File: src/rtl/mshr_fill_engine.sv
// MSHR fill engine: drains MSHR head entries through an RW lookup into a memory
// request channel and turns memory responses into fill/delete pulses.
module mshr_fill_engine #(
  parameter int addr_tag_bits   = 20,
  parameter int data_bits       = 90,
  parameter int max_outstanding = 4
) (
  input  logic                     clk,
  input  logic                     reset,
  input  logic                     enable,
  input  logic                     mshr_read_valid,
  input  logic [addr_tag_bits-1:0] mshr_read_addr_tag,
  input  logic [data_bits-1:0]     mshr_read_addr_data,
  output logic                     read_next,
  output logic                     isRW_request,
  output logic [addr_tag_bits-1:0] isRW_tag,
  input  logic                     isRW_valid,
  input  logic                     isRW_RW,
  output logic                     mem_req_valid,
  input  logic                     mem_req_ready,
  output logic [addr_tag_bits-1:0] mem_req_tag,
  output logic [data_bits-1:0]     mem_req_data,
  output logic                     mem_req_we,
  input  logic                     mem_resp_valid,
  input  logic [addr_tag_bits-1:0] mem_resp_tag,
  input  logic [data_bits-1:0]     mem_resp_data,
  output logic                     fill_valid,
  output logic [addr_tag_bits-1:0] fill_tag,
  output logic [data_bits-1:0]     fill_data,
  output logic                     del,
  output logic [addr_tag_bits-1:0] del_addr_tag,
  output logic [3:0]               outstanding,
  output logic                     resp_err
);

  typedef enum logic [1:0] {IDLE, LOOKUP, ISSUE} state_e;

  localparam logic [3:0] MaxOut = 4'(max_outstanding);

  state_e                   state_q, state_d;
  logic [addr_tag_bits-1:0] tag_q, tag_d;
  logic [data_bits-1:0]     data_q, data_d;
  logic                     we_q, we_d;
  logic [3:0]               outstanding_q, outstanding_d;
  logic                     resp_err_q, resp_err_d;
  logic                     fill_valid_q, fill_valid_d;
  logic [addr_tag_bits-1:0] fill_tag_q, fill_tag_d;
  logic [data_bits-1:0]     fill_data_q, fill_data_d;

  logic capture;
  logic handshake;
  logic resp_ok;

  // read_next is combinational from IDLE, so reset is folded in to keep it low
  // while reset is asserted regardless of the MSHR inputs.
  assign capture   = reset && (state_q == IDLE) && enable && mshr_read_valid &&
                     (outstanding_q < MaxOut);
  assign handshake = (state_q == ISSUE) && mem_req_ready;
  assign resp_ok   = mem_resp_valid && (outstanding_q != 4'd0);

  always_comb begin
    // NOTE: every next-state value gets its hold default first so no path
    // through the case leaves a variable unassigned and infers a latch.
    state_d       = state_q;
    tag_d         = tag_q;
    data_d        = data_q;
    we_d          = we_q;
    outstanding_d = outstanding_q;
    resp_err_d    = resp_err_q;
    fill_valid_d  = resp_ok;
    fill_tag_d    = fill_tag_q;
    fill_data_d   = fill_data_q;

    case (state_q)
      IDLE: begin
        if (capture) begin
          tag_d   = mshr_read_addr_tag;
          data_d  = mshr_read_addr_data;
          state_d = LOOKUP;
        end
      end
      LOOKUP: begin
        // A lookup miss means the entry was already retired; drop silently.
        if (enable) begin
          if (isRW_valid) begin
            we_d    = isRW_RW;
            state_d = ISSUE;
          end else begin
            state_d = IDLE;
          end
        end
      end
      ISSUE: begin
        if (mem_req_ready) state_d = IDLE;
      end
      default: state_d = IDLE;
    endcase

    case ({handshake, resp_ok})
      2'b10:   outstanding_d = outstanding_q + 4'd1;
      2'b01:   outstanding_d = outstanding_q - 4'd1;
      default: outstanding_d = outstanding_q;
    endcase

    if (resp_ok) begin
      fill_tag_d  = mem_resp_tag;
      fill_data_d = mem_resp_data;
    end
    if (mem_resp_valid && (outstanding_q == 4'd0)) resp_err_d = 1'b1;
  end

  // NOTE: state registers use non-blocking assignments so every flop samples
  // the pre-edge values; the wide tag/data registers are reset too because
  // they drive outputs that must read zero during reset.
  always_ff @(posedge clk or negedge reset) begin
    if (!reset) begin
      state_q       <= IDLE;
      tag_q         <= '0;
      data_q        <= '0;
      we_q          <= 1'b0;
      outstanding_q <= 4'd0;
      resp_err_q    <= 1'b0;
      fill_valid_q  <= 1'b0;
      fill_tag_q    <= '0;
      fill_data_q   <= '0;
    end else begin
      state_q       <= state_d;
      tag_q         <= tag_d;
      data_q        <= data_d;
      we_q          <= we_d;
      outstanding_q <= outstanding_d;
      resp_err_q    <= resp_err_d;
      fill_valid_q  <= fill_valid_d;
      fill_tag_q    <= fill_tag_d;
      fill_data_q   <= fill_data_d;
    end
  end

  assign read_next     = capture;
  assign isRW_request  = (state_q == LOOKUP) && enable;
  assign isRW_tag      = tag_q;
  assign mem_req_valid = (state_q == ISSUE);
  assign mem_req_tag   = tag_q;
  assign mem_req_data  = data_q;
  assign mem_req_we    = we_q;
  assign fill_valid    = fill_valid_q;
  assign fill_tag      = fill_tag_q;
  assign fill_data     = fill_data_q;
  assign del           = fill_valid_q;
  assign del_addr_tag  = fill_tag_q;
  assign outstanding   = outstanding_q;
  assign resp_err      = resp_err_q;

endmodule

File: config.mk
export PLATFORM = sky130hd
export DESIGN_NAME = mshr_fill_engine
export DESIGN_NICKNAME = d
export VERILOG_FILES = /design/src/rtl/mshr_fill_engine.sv
export SDC_FILE = /design/constraint.sdc
export NUM_CORES = 1
export LEC_CHECK = 0
export CORE_AREA = 2 2 195 197
export CTS_CLUSTER_SIZE = 8
export DETAILED_ROUTE_END_ITERATION = 6
export DIE_AREA = 0 0 197 199
export PLACE_DENSITY_LB_ADDON = 0.08
export SLEW_MARGIN = 40
export SYNTH_ARGS = -nofsm -noshare
export SYNTH_HDL_FRONTEND = slang
export SYNTH_SLANG_ARGS = --single-unit
File: constraint.sdc
create_clock -name clk -period 3.32 [get_ports clk]
set_input_delay 0.664 -clock clk [delete_from_list [all_inputs] [get_ports clk]]
set_output_delay 0.664 -clock clk [all_outputs]
set_load 0.1 [all_outputs]
[Word-level counts from Yosys, hierarchy flattened]
Index checks and enable logic that the tools add are counted.
Widths: inputs -> output; s select.
Operators by class
  add/subtract/negate cells: 2
  $mul: 0
  divide/modulo/power cells: 0
  magnitude comparators: 1
  eq/ne operators: 7
  shifts and indexed selects: 0
  muxes and demuxes: 6
  bitwise operators: 0
  reduce and logical (&&, ||, !) cells: 15
Operators with widths (count)
  $logic_and 1x1->1: 8
  $mux 2: 4
  $pmux 4 s2: 1
  $pmux 2 s3: 1
  $reduce_and 3->1: 2
  $add 4x1->4 const B: 1
  $eq 2x1->1 const B: 2
  $eq 2x2->1 const B: 2
  $logic_not 4->1: 1
  $lt 4x3->1 const B: 1
  $ne 2x2->1 const B: 2
  $reduce_bool 4->1: 1
  $sub 4x1->4 const B: 1
  $logic_not 2->1: 1
  $ne 2x1->1 const B: 1
  $reduce_and 2->1: 1
  $reduce_bool 2->1: 1
Word-level totals
  register bits after elaboration: 229
  bits in latches: 0
  bits in writable memories: 0
  ROM bits: 0
  input bits: 228
  output and inout port bits: 271
  word-level logic and storage cells: 40
  memories kept: 0

[Logic depth before layout (Yosys ltp)]
  depth after elaboration: 7
  depth in mapped cells: 11
  gate-level depth less buffers: 10

[Worst setup path after synthesis]
No wires, ideal clock.
  path type: register to register
  start point: reg outstanding_q[1] (netlist: outstanding[1])
  end point: reg outstanding_q[2] (netlist: outstanding[2])
  setup time: 0.166 ns
  arrival: 2.760 ns
  data required time: 3.154 ns
  slack: 0.394 ns
  cell stages (with the launch flop): 12
  buffers on the path: 2
  period minus slack after synthesis: 2.926 ns
  path through: dfrtp_1 clkbuf_2 o41ai_2 inv_2 clkbuf_1 ha_1 xor2_1 ha_1 a21oi_1 xor2_1 nor2_1 xor2_1
Between the ends
  word-level cells in the longest chain between the ends: 4
  elaborated cells on any way between the ends: 8
  those cells by class: add/sub (2); eq/ne (2); mux (1); reduce/logical (3)
RTL lines
  start: declaration: line 44  | logic [3:0] outstanding_q, outstanding_d;
  start signal: assignment: line 131  | outstanding_q <= outstanding_d;
  $reduce_bool 4->1 *: line 59  | assign resp_ok = mem_resp_valid && (outstanding_q != 4'd0);
  $logic_and 1x1->1 *: line 59
  named net fill_valid_d: line 46  | logic fill_valid_q, fill_valid_d;
  $eq 2x1->1 / $eq 2x2->1 (equally long branches): line 99  | case ({handshake, resp_ok})
  $pmux 4 s2 / $reduce_bool 2->1 (equally long branches)
The timed path passes the listed nets; every way through them passes the cells marked *.
A chain may end at the register's enable or synchronous reset.

[Final worst setup path]
  start point: in enable
  end point: out read_next
Between the ends
  word-level cells in the longest chain between the ends: 3
RTL lines
  start: declaration: line 10  | input logic enable,
  $logic_and 1x1->1 (3 in series): line 56  | assign capture = reset && (state_q == IDLE) && enable && mshr_read_valid &&
  end: declaration: line 14  | output logic read_next,
Every way passes these cells.

==> results.md <==
- Final Setup Violations: 0
- Rows: 71
- Setup_tns: 0 ns
- Die area: approximately 0.04 mm2
- Routability cong.: ~0.74
- Fillers: 3,681
- Worst EP required: about 2.7 ns
- Die width: roughly 200 um
- Clk_skew: around 0.016 ns
- IO Pins: approximately 500
- Final ANT Viol Nets: 0
- Sequential fraction of the synthesis area: between 60% and 70%
- Tmin final: 2.72 ns
- Nets: 1,478
- Largest net degree at the start of global routing: 120
- Post-CTS Setup Repair Bufs: 0
- Post-Synth XOR/XNOR Area: less than 1%
- Syn Inst Count: between 700 and 800
- Pre-antenna DRT Iters: 4
- Status: completed
- Clock Tree Root: clkbuf_16
- RSZ-0062 raised after global routing: no
- Synthesized area: roughly 0.0093 mm2
- Yosys cell types: 26
- Final Cycle Share: 81.9%
- HPWL Detailed: 22.5 mm
- Asr flop ratio synth: 100%
- Yosys reg bits: roughly 230
- CTS resizes: 0
- Worst EP arrival: 2.05 ns
- Vias in the first global route: between 7,000 and 8,000
- Mean Syn Cell Area: 11.9 um2
- Initial antenna violation count: 1
- CP endpoint kind: primary output
- Worst Tran Pin Value: around 0.8 ns
- Post-cts hold buffer count: 0
- Starting Density: 25.0%
- H-tree Lvls: 2
- Slew Limit Fails: 0
- Primary FF master, synth: dfrtp_1
- P&R area growth vs syn: 58.3%
- Clk slew on worst S/H paths: about 0.05 ns
- Achievable frequency: around 370 MHz
- Post-synthesis simple-gate area fraction: around 14%
- Hold crit path type: in2async
- Die height: about 200 um
- Relative slew slack: between 40% and 50%
- Per-cell routed wire length: approximately 18 um
- Max_cap viols: 0
- Core ar.: ~0.037 mm2
- Number of I/O port buffers: ~500
- Starting DRC count in detailed routing: 155
- WL final: between 30 and 40 mm
- Startpoint Class: input pin
- Multiplexer area fraction after synthesis: between 10% and 20%
- Complex-gate fraction of the synthesized area: 0.538%
- Crit Path Max Fanout: 5
- Bufs on Longest Clock Path: 3
- Adder-cell share of the synthesized area: less than 1%
- Via/cell ratio: 4.10
- DRC viols: 0
- Syn_nets: between 1,000 and 1,500
- Total grt overflow: 0
- Global-route wire length before repair: approximately 46 mm
- Worst skew pair latency: 0.50 ns
- GRT Total Usage: roughly 16%
- CTS sink count: approximately 230
- Main combinational cell family by area after synthesis: multiplexers
- Worst setup path class: in2out
- Final Hold Vio Count: 0
- Yosys warning count: 0
- Share of layout cells above drive strength 1: between 30% and 40%
- CTS buffer count: 34
- CTS tree: done
- Routed vias: between 7,000 and 8,000
- Number of synthesized flops with an enable pin: 0
==> metrics by stage <==
stage | cells | util (%) | hold slack (ns) | worst slack, ns | instance area (um2)
after floorplan | 783 | - | 0.368 | 0.394 | 9300
after global placement | 1685 | 37.1 | 0.460 | 0.494 | 13800
after detailed placement | 1685 | 37.1 | 0.463 | 0.474 | 13800
after CTS | 1725 | 39.6 | 0.0247 | 0.527 | 14700
after global routing | 1726 | 39.6 | 0.0397 | 0.516 | 14700
final | 1726 | 39.6 | 0.0374 | 0.602 | 14700
==> critical path: stages <==
cell             delay (ns)
clkdlybuf4s50_1        0.50
nand2_1                0.06
nor3_1                 0.30
nand3_4                0.20
inv_1                  0.14
buf_12                 0.18
==> kinds of logic after synthesis <==
| group | after synthesis |
|---|---|
| AOI/OAI and AO/OA | 7 |
| xor gates and xnor gates | 5 |
| adders and majority gates | 3 |
| buffers and inverters | 82 |
| DFF | 229 |
| muxes | 113 |
| and+or+nand+nor | 344 |
==> final cells by class <==
class | instances | area [um2] | area share [%]
antenna | 1 | 2.50 | 0.0170
sequential | 229 | 5730 | 38.9
clock buffer | 40 | 937 | 6.37
inverter | 4 | 17.5 | 0.119
timing repair buffer | 506 | 4430 | 30.1
multi-input combinational | 472 | 3000 | 20.4
tap | 474 | 593 | 4.03
==> registers in the layout (all words and copies together), names as in the netlist <==
name / flops
del: 1
del_addr_tag: 20
fill_data: 90
isRW_tag: 20
mem_req_data: 90
mem_req_we: 1
outstanding: 4
resp_err: 1
state_q: 2
==> path summary, 6_finish.rpt <==
check | startpoint | end | slack (ns) | depth (start not counted)
min in group clk | fill_data[50] | fill_data[50] | 0.47 | 2
setup reg to reg | outstanding[2] | outstanding[2] | 0.99 | 9
max in group asynchronous | reset | isRW_tag[18] | 2.21 | 2
hold / removal | reset | fill_data[35] | 0.04 | 1
setup / recovery | enable | read_next | 0.60 | 6
hold reg to reg | fill_data[50] | fill_data[50] | 0.47 | 2
==> metal layers <==
metal / vias to the layer above / global-route usage, % / wire, um
li1: 3358 / - / -
met1: 3356 / 19.0 / 12700
met2: 316 / 25.0 / 14600
met3: 45 / 6.70 / 3310
met4: 0 / 4.79 / 685
met5: - / 0 / 0
==> Yosys cell counts, types with 3 or more instances <==
master | n | area [um2]
mux2_2 | 34 | 383
dfrtp_1 | 229 | 5730
mux2_4 | 70 | 1050
buf_6 | 8 | 90.1
inv_1 | 3 | 11.3
mux2_1 | 8 | 90.1
nor2_1 | 4 | 15.0
ha_1 | 3 | 37.5
buf_4 | 53 | 398
nand2_1 | 333 | 1250
o21ai_0 | 3 | 15.0
buf_2 | 14 | 70.1
xor2_1 | 4 | 35.0
==> cell usage in the layout (no fill, tap or decap), types with 3 or more instances in the layout <==
master	Yosys	final
mux2_2	34	34
buf_12	0	4
dfrtp_1	229	229
nand2_1	333	333
xor2_1	4	4
nor2_1	4	4
clkbuf_1	2	3
inv_1	3	3
o21ai_0	3	3
clkbuf_16	0	37
ha_1	3	3
clkdlybuf4s50_1	0	226
mux2_1	8	8
buf_4	53	273
mux2_4	70	70
Power is left out: the tool's default activity adds up to more than one toggle a clock period on the data nets, which glitch-free logic cannot reach.
